### src/rtl/pb_arb_pkg.sv
// Shared types and helpers for the packet playback arbiter.
package pb_arb_pkg;

    typedef enum logic {
        IDLE,
        BUSY
    } state_t;

    // Ceiling log2, minimum result 1 so index ports never collapse to zero width.
    function automatic int unsigned clog2(input int unsigned v);
        int unsigned r;
        r = 1;
        for (int unsigned i = 1; i < 32; i++) begin
            if ((32'd1 << i) < v) begin
                r = i + 1;
            end
        end
        return r;
    endfunction

    // Binary index of a one-hot vector (up to 32 channels); zero input gives 0.
    function automatic int unsigned onehot_to_idx(input logic [31:0] oh);
        int unsigned idx;
        idx = 0;
        for (int unsigned i = 0; i < 32; i++) begin
            if (oh[i]) begin
                idx = idx | i;
            end
        end
        return idx;
    endfunction

endpackage

### src/rtl/rr_prio_n.sv
// Combinational round-robin picker: first set bit of ready at or after the
// one-hot prio position, wrapping cyclically. Output is one-hot or zero.
module rr_prio_n #(
    parameter int unsigned N = 8
) (
    input  logic [N-1:0] ready,
    input  logic [N-1:0] prio,
    output logic [N-1:0] select
);

    logic [2*N-1:0] dbl;
    logic [2*N-1:0] pick;

    // Doubled vector lets the subtract-and-mask trick handle the wrap-around:
    // a hit above prio lands in the low copy, a wrapped hit in the high copy.
    always_comb begin
        dbl    = {ready, ready};
        pick   = dbl & ~(dbl - {{N{1'b0}}, prio});
        select = pick[N-1:0] | pick[2*N-1:N];
    end

endmodule

### src/rtl/packet_pb_arbiter.sv
// Round-robin packet playback arbiter for N traffic-generator channels.
// Holds a grant for a whole multi-flit packet and rotates priority only when
// the packet completes. Optional per-channel grant counters are compiled in
// when PB_ARB_GRANT_CNT_EN is defined.
module packet_pb_arbiter
    import pb_arb_pkg::*;
#(
    parameter int unsigned N     = 8,
    parameter int unsigned LEN_W = 4,
    parameter int unsigned CNT_W = 16
) (
    input  logic                   clock,
    input  logic                   reset,
    input  logic                   enable,
    input  logic [N-1:0]           ready,
    input  logic [N-1:0]           request,
    input  logic [N*LEN_W-1:0]     burst_len,
    input  logic                   flit_ack,
`ifdef PB_ARB_GRANT_CNT_EN
    input  logic [clog2(N)-1:0]    stat_sel,
    output logic [CNT_W-1:0]       stat_cnt,
`endif
    output logic [N-1:0]           select,
    output logic [clog2(N)-1:0]    sel_idx,
    output logic                   sel_valid,
    output logic                   done
);

    localparam int unsigned IW = clog2(N);

    state_t             state_q;
    logic [N-1:0]       select_q;
    logic [N-1:0]       prio_q;
    logic [IW-1:0]      sel_idx_q;
    logic               sel_valid_q;
    logic [LEN_W-1:0]   remain_q;

    logic [N-1:0]       cand;
    logic [N-1:0]       win;
    logic               grant;
    int unsigned        win_idx;
    logic [IW-1:0]      idx_d;
    logic [LEN_W-1:0]   len_d;

    // Channels eligible for a new grant.
    always_comb begin
        cand = enable ? (ready & request) : '0;
    end

    rr_prio_n #(.N(N)) u_rr_prio (
        .ready  (cand),
        .prio   (prio_q),
        .select (win)
    );

    // Grant-time values: winner index and its packet length (0 counts as 1).
    always_comb begin
        win_idx = onehot_to_idx(32'(win));
        idx_d   = IW'(win_idx);
        len_d   = burst_len[win_idx*LEN_W +: LEN_W];
        if (len_d == '0) begin
            len_d = LEN_W'(1);
        end
        grant   = (state_q == IDLE) && (|cand);
    end

    // Last flit of the packet; suppressed by reset so an aborted packet never pulses.
    assign done = (state_q == BUSY) && flit_ack && (remain_q == LEN_W'(1)) && !reset;

    // Packet FSM: grant in IDLE, count acks in BUSY, rotate priority on completion.
    always_ff @(posedge clock) begin
        if (reset) begin
            state_q     <= IDLE;
            select_q    <= '0;
            sel_idx_q   <= '0;
            sel_valid_q <= 1'b0;
            remain_q    <= '0;
            prio_q      <= N'(1);
        end else begin
            case (state_q)
                IDLE: begin
                    if (grant) begin
                        state_q     <= BUSY;
                        select_q    <= win;
                        sel_idx_q   <= idx_d;
                        sel_valid_q <= 1'b1;
                        remain_q    <= len_d;
                    end
                end
                BUSY: begin
                    if (flit_ack) begin
                        remain_q <= remain_q - LEN_W'(1);
                        if (remain_q == LEN_W'(1)) begin
                            state_q     <= IDLE;
                            select_q    <= '0;
                            sel_valid_q <= 1'b0;
                            prio_q      <= {select_q[N-2:0], select_q[N-1]};
                        end
                    end
                end
                default: state_q <= IDLE;
            endcase
        end
    end

    assign select    = select_q;
    assign sel_idx   = sel_idx_q;
    assign sel_valid = sel_valid_q;

`ifdef PB_ARB_GRANT_CNT_EN
    logic [N-1:0][CNT_W-1:0] cnt_q;

    // Saturating per-channel grant counters.
    always_ff @(posedge clock) begin
        if (reset) begin
            cnt_q <= '0;
        end else if (grant) begin
            for (int unsigned i = 0; i < N; i++) begin
                if (win[i] && (cnt_q[i] != '1)) begin
                    cnt_q[i] <= cnt_q[i] + CNT_W'(1);
                end
            end
        end
    end

    // Combinational statistics read; out-of-range selects read as zero.
    always_comb begin
        stat_cnt = '0;
        if (32'(stat_sel) < N) begin
            stat_cnt = cnt_q[stat_sel];
        end
    end
`endif

endmodule

### config.mk
export PLATFORM = sky130hd
export DESIGN_NAME = packet_pb_arbiter
export DESIGN_NICKNAME = d
export VERILOG_FILES = /design/src/rtl/pb_arb_pkg.sv /design/src/rtl/rr_prio_n.sv /design/src/rtl/packet_pb_arbiter.sv
export SDC_FILE = /design/constraint.sdc
export NUM_CORES = 1
export LEC_CHECK = 0
export BUFFER_PORTS_ARGS = -buffer_cell sky130_fd_sc_hd__buf_4
export CORE_ASPECT_RATIO = 1.1
export CORE_MARGIN = 2
export CORE_UTILIZATION = 56
export CTS_CLUSTER_SIZE = 10
export DETAILED_ROUTE_END_ITERATION = 7
export PLACE_DENSITY = 0.86
export SLEW_MARGIN = 0
export SYNTH_ARGS = -nofsm -noshare
export SYNTH_HDL_FRONTEND = slang
export SYNTH_SLANG_ARGS = --single-unit
### constraint.sdc
create_clock -name clock -period 7.1 [get_ports clock]
set_clock_uncertainty 0.05 [all_clocks]
set_input_delay 1.065 -clock clock [delete_from_list [all_inputs] [get_ports clock]]
set_output_delay 1.065 -clock clock [all_outputs]
set_load 0.1 [all_outputs]
# Word-level counts from Yosys, hierarchy flattened
# Cells that the tools add are included.
[word_totals]
reg_bits = 25
output_inout_bits = 13
wordCells = 53
[op_classes]
n_addsub = 2
eq_ne = 4
shift = 1
n_mux = 24
bitwise = 5
n_reduce_logical = 11
[ops]
columns = ["op", "n"]
rows = [
  ["32-bit by 33-bit variable part select with 4-bit output", 1],
  ["8-bit 2-to-1 mux", 4],
  ["16-bit AND", 1],
  ["16-bit inverter", 1],
  ["8-bit one-hot mux with 2 select lines", 1],
  ["16-bit by 8-bit subtractor with 16-bit output", 1],
  ["3-bit 2-to-1 mux", 4],
  ["4-bit 2-to-1 mux", 3],
  ["8-bit AND", 1],
  ["8-bit OR", 1],
  ["4-bit one-hot mux with 2 select lines", 1],
  ["8-bit OR reduction", 1],
  ["1-bit 2-to-1 mux", 7],
  ["3-bit AND reduction", 2],
  ["4-bit by 1-bit == test with 1-bit output (second input constant)", 1],
  ["1-bit logical AND", 4],
  ["4-bit logical NOT", 1],
  ["2-bit 2-to-1 mux", 2],
  ["2-bit inequality test (second input constant)", 2],
  ["1-bit one-hot mux with 2 select lines", 2],
  ["2-bit AND reduction", 2],
  ["4-bit by 1-bit subtractor with 4-bit output (second input constant)", 1],
  ["2-bit by 1-bit inequality test with 1-bit output (second input constant)", 1],
  ["1-bit logical NOT", 1],
  ["1-bit inverter", 1],
]

# Logic depth before layout (Yosys ltp)
[logic_depth]
depth_word = 18
depth_mapped = 17

# Cells and area by module
# From an unflattened synthesis, not the netlist that was laid out.
[unflattened]
hier_cells = 258
hier_area_um2 = 2021.9
[by_module_without_submodules]
columns = ["module", "instances", "cells_per_inst", "area_per_inst_um2", "seq_area_each_um2"]
rows = [
  ["packet_pb_arbiter", 1, 189, 1526.5, 500.5],
  ["rr_prio_n", 1, 69, 495.5, 0.0],
]

# Worst setup path before layout
# Ideal clock, no wire load.
[synth_timing]
path_kind = "input -> register"
startpoint = "input port enable"
endpoint = "register remain_q[0]"
setup_ns = 0.120
arrival_ns = 4.115
t_required_ns = 6.930
path_slack_ns = 2.815
path_stages = 14
n_path_buf = 3
cell_sequence = "buf_4 -> buf_2 -> nand3_1 -> fa_1 -> nor2b_4 -> o2111a_1 -> o31a_1 -> a21boi_0 -> a221o_1 -> or2_0 -> buf_2 -> o2111a_1 -> or4_1 -> a211o_1"
[synth_between]
elab_chain_len = 17
word_cells_on_any_way = 21
cone_classes = "1 x add/sub; 1 x eq/ne; 1 x shift; 11 x mux; 3 x bitwise; 4 x reduce/logical"
[synth_rtl]
columns = ["element", "line_no", "rtl"]
rows = [
  ["start, declared", "packet_pb_arbiter.sv:14", "input logic enable,"],
  ["8-bit 2-to-1 mux *", "packet_pb_arbiter.sv:47", "cand = enable ? (ready & request) : '0;"],
  ["16-bit by 8-bit subtractor with 16-bit output", "rr_prio_n.sv:18", "pick = dbl & ~(dbl - {{N{1'b0}}, prio});"],
  ["16-bit inverter", "rr_prio_n.sv:18", ""],
  ["16-bit AND", "rr_prio_n.sv:18", ""],
  ["8-bit OR", "rr_prio_n.sv:19", "select = pick[N-1:0] | pick[2*N-1:N];"],
  ["1-bit 2-to-1 mux", "pb_arb_pkg.sv:26", "if (oh[i]) begin"],
  ["2-bit 2-to-1 mux (2 in series)", "pb_arb_pkg.sv:26", ""],
  ["3-bit 2-to-1 mux (4 in series)", "pb_arb_pkg.sv:26", ""],
  ["32-bit by 33-bit variable part select with 4-bit output", "packet_pb_arbiter.sv:60", "len_d = burst_len[win_idx*LEN_W +: LEN_W];"],
  ["4-bit logical NOT", "packet_pb_arbiter.sv:61", "if (len_d == '0) begin"],
  ["4-bit 2-to-1 mux", "packet_pb_arbiter.sv:61", ""],
  ["4-bit 2-to-1 mux", "packet_pb_arbiter.sv:82", "if (grant) begin"],
  ["4-bit one-hot mux with 2 select lines", "packet_pb_arbiter.sv:80", "case (state_q)"],
  ["end signal, assigned", "packet_pb_arbiter.sv:87", "remain_q <= len_d;"],
  ["end signal, assigned", "packet_pb_arbiter.sv:92", "remain_q <= remain_q - LEN_W'(1);"],
  ["end, declared", "packet_pb_arbiter.sv:36", "logic [LEN_W-1:0] remain_q;"],
]
# Mark *: on every way between the ends. The rest lies on a longest branch, timed or not. The select of a mux whose other input is x is not followed.
# A chain may end at the register's enable or synchronous reset.

# Final worst setup path
# Ends and elaborated chain as after synthesis.

==> impl_metrics.tcl <==
set metrics [dict create \
    cts.sinks 25 \
    ctsRootBufferMaster "sky130_fd_sc_hd__clkbuf_8" \
    via_per_inst 5.88 \
    synth.yosys.warnings 0 \
    final-hold-violation-count 0 \
    postRouteAntennaNets 0 \
    setup.reg_to_reg.worst_slack_ns 3.17 \
    die_x_extent_microns 63.1 \
    dp_hpwl_microns 4360 \
    layout_commonest_cell "sky130_fd_sc_hd__buf_4" \
    setup.worst_path.class "in2reg" \
    maxClockFrequency_ghz 0.212 \
    gate_count_after_technology_mapping 271 \
    synth-edff-count 0 \
    row_count 23 \
    core_region_area_sq_um 3650 \
    critPathLaunch "enable" \
    outcome "finished, final reports clean" \
    clk_latency_ns 0.27 \
    tritoncts.num_buffers 3 \
    layout_worst_path_cycle_share_pct 66.4 \
    min-delay-path-class "reg2reg" \
    worst_setup_hold_path_clk_slew_ns 0.08 \
    avgRoutedWirePerCell_microns 15.2 \
    cp-end-kind "register" \
    synthDistinctLibCells 61 \
    drt-pass1-iter-count 5 \
    layout-drive-gt1-share_pct 26.9 \
    setup_viol_count_final 0 \
    floorplan.initialDensity_pct 58.8 \
    seq_area_frac_synth_pct 23.3 \
    arrival_ns 4.84 \
    syn_area_sq_um 2150 \
    grt-ovfl-total 0 \
    all_layer_global_routing_usage_pct 25.7 \
    power_density_nw_per_um2 175 \
    ff2ff_path_depth 11 \
    ys.flop_type "sky130_fd_sc_hd__dfxtp_1" \
    route.final.wire_length_microns 5660 \
    cp_startpoint_kind "input port" \
    final_instance_count_without_filler_cells 373 \
    areaGrowthSynthToFinish_pct 23.1 \
    hold_buffers 0 \
    finalCriticalPeriod_ns 4.72 \
    worst_ir_drop_vdd_mv 0.140 \
    tritoncts "built" \
    floorplan.die_area_sq_um 4350 \
    synth_largest_area_cell "sky130_fd_sc_hd__dfxtp_1" \
    final_net_count 386 \
    worstReg2RegStart "prio_q[1]" \
    placement.io_buffers 64 \
    timing.hold.worst.start "sel_valid" \
    finalMaxSlewViolations 0 \
    wire_length_of_the_first_global_routing_pass_microns 8960 \
    maxCapViolations 0 \
    grt_start_max_net_pins 28 \
    total_inserted_antenna_cells 0 \
    first_global_vias 1986 \
    most-common-layout-cells "sky130_fd_sc_hd__buf_4 (64), sky130_fd_sc_hd__nand2_1 (27), sky130_fd_sc_hd__dfxtp_1 (25)" \
    vias_after_detailed_routing 2192 \
    max-slew-margin-rel_pct 29.6 \
    cp_data_required_time_ns 7.22 \
    grt_setup_unrepaired "false" \
    io-pin-count 65 \
    critPathMaxFanout 17 \
    placed_cells_incl_taps 369 \
    synth.avg_cell_area_sq_um 7.93 \
    worstMarginPinSlew_ns 1.05 \
    postSynthNetCount 333 \
    post_cts_buffers 0 \
    post_cts.resized_instances 0 \
    timing.setup.tns_ns 0 \
    last_element_of_the_critical_path "remain_q[0]" \
    grt_antenna_before_repair 0 \
    synth_top_area_share_pct 23.3 \
    finalWeightedCongestion 0.947 \
    die-height_microns 69.0 \
    worst_r2r_endpoint "remain_q[0]" \
    detailedRoute.firstIterationViolations 155 \
    detail_route.drc_violations 0 \
    static_power_due_to_leakage_nw 1.21 \
    utilization_pct 72.4 \
    postSynth.asyncResetShare_pct 0 \
    clock_path_buffers 2 \
    synth.ff_latch_count 25 \
    yosys-top-cells-area "sky130_fd_sc_hd__dfxtp_1 (23%), sky130_fd_sc_hd__mux2i_1 (7.5%), sky130_fd_sc_hd__a21oi_1 (5.6%)" \
    htree_num_levels 1 \
]
-- kinds of logic (layout without fill, tap and decap cells) --
| kind of cell | count (synthesis) | after routing | synth area share, % |
|---|---|---|---|
| XOR/XNOR | 3 | 3 | 1.22 |
| adder cells (fa/ha/maj) | 10 | 10 | 6.17 |
| flip-flops | 25 | 25 | 23.3 |
| AND/OR/NAND/NOR | 101 | 101 | 24.6 |
| buffers and inverters | 34 | 86 | 7.80 |
| AO/OA/AOI/OAI | 78 | 78 | 27.4 |
| multiplexers | 20 | 20 | 9.55 |
-- cell usage after synthesis (2+ instances only) --
library cell and n:
sky130_fd_sc_hd__mux2_2 4, sky130_fd_sc_hd__o21a_1 2, sky130_fd_sc_hd__a221oi_1 2, sky130_fd_sc_hd__buf_6 2, sky130_fd_sc_hd__nand2b_1 2, sky130_fd_sc_hd__a31oi_1 4
sky130_fd_sc_hd__nor2_1 22, sky130_fd_sc_hd__buf_4 3, sky130_fd_sc_hd__o2111a_1 3, sky130_fd_sc_hd__o21ai_1 3, sky130_fd_sc_hd__a2111oi_0 2, sky130_fd_sc_hd__ha_1 9
sky130_fd_sc_hd__a22o_1 3, sky130_fd_sc_hd__a21boi_0 5, sky130_fd_sc_hd__a31o_1 2, sky130_fd_sc_hd__a211o_1 2, sky130_fd_sc_hd__xnor2_1 3, sky130_fd_sc_hd__nand3_1 16
sky130_fd_sc_hd__dfxtp_1 25, sky130_fd_sc_hd__and3_1 4, sky130_fd_sc_hd__nor3_1 9, sky130_fd_sc_hd__and2_1 3, sky130_fd_sc_hd__o21ai_0 5, sky130_fd_sc_hd__buf_2 2
sky130_fd_sc_hd__clkbuf_1 7, sky130_fd_sc_hd__a21oi_1 24, sky130_fd_sc_hd__a211oi_1 5, sky130_fd_sc_hd__nor2b_1 3, sky130_fd_sc_hd__a21o_1 3, sky130_fd_sc_hd__nand3_2 3
sky130_fd_sc_hd__mux2i_1 16, sky130_fd_sc_hd__inv_1 18, sky130_fd_sc_hd__nand2_1 27
-- where the power goes --
group	switching (mW)	internal (mW)
sequential	0.0113	0.151
combinational	0.130	0.0888
clock	0.0434	0.0402
-- how the worst min path moves through the flow --
stage	slack, ns	depth (start not counted)	endpoint
3_3_place_gp	0.39	2	prio_q[7]
5_1_grt	0.44	2	prio_q[2]
3_5_place_dp	0.40	2	sel_valid
6_report	0.41	2	sel_valid
4_1_cts	0.41	2	sel_valid
2_1_floorplan	0.39	2	prio_q[2]
-- metrics by stage --
step	hold WS, ns	power (mW)	setup slack, ns	cell area, sq um
2_1_floorplan	0.386	0.330	2.82	2150
3_3_place_gp	0.392	0.377	2.19	2600
3_5_place_dp	0.398	0.380	2.13	2600
4_1_cts	0.409	0.462	2.38	2650
5_1_grt	0.442	0.487	2.14	2650
6_report	0.409	0.464	2.38	2650
-- registers in the layout, summed over array words and instances (netlist names) --
| name | flops |
|---|---|
| state_q | 1 |
| select | 8 |
| sel_idx | 3 |
| sel_valid | 1 |
| prio_q | 8 |
| remain_q | 4 |
-- layer usage --
metal / vias to the layer above / track usage, % / wire length (microns)
met1: 1005 / 34.8 / 2570
met2: 91 / 42.7 / 2630
met4: 0 / 8.61 / 80
met3: 8 / 3.57 / 381
met5: - / 0 / 0
li1: 1088 / - / -
-- critical path: stages --
cell and delay, ns:
sky130_fd_sc_hd__buf_4 0.18, sky130_fd_sc_hd__nand3_1 0.22, sky130_fd_sc_hd__inv_1 0.11, sky130_fd_sc_hd__ha_1 0.25, sky130_fd_sc_hd__and4_1 0.18, sky130_fd_sc_hd__nor3_1 0.26, sky130_fd_sc_hd__o21ai_1 0.14, sky130_fd_sc_hd__xnor2_1 0.18
sky130_fd_sc_hd__a211o_1 0.35, sky130_fd_sc_hd__nor3_2 0.81, sky130_fd_sc_hd__a2111oi_0 0.25, sky130_fd_sc_hd__or4_1 0.57, sky130_fd_sc_hd__a211o_1 0.27
-- final cells by class --
| cell class | instances | area (sq um) |
|---|---|---|
| Multi-Input combinational cell | 212 | 1490 |
| Fill cell | 295 | 1010 |
| Sequential cell | 25 | 500 |
| Timing Repair Buffer | 64 | 480 |
| Inverter | 18 | 67.6 |
| Tap cell | 50 | 62.6 |
| Clock buffer | 4 | 45.0 |
(Power assumes the default switching activity.)
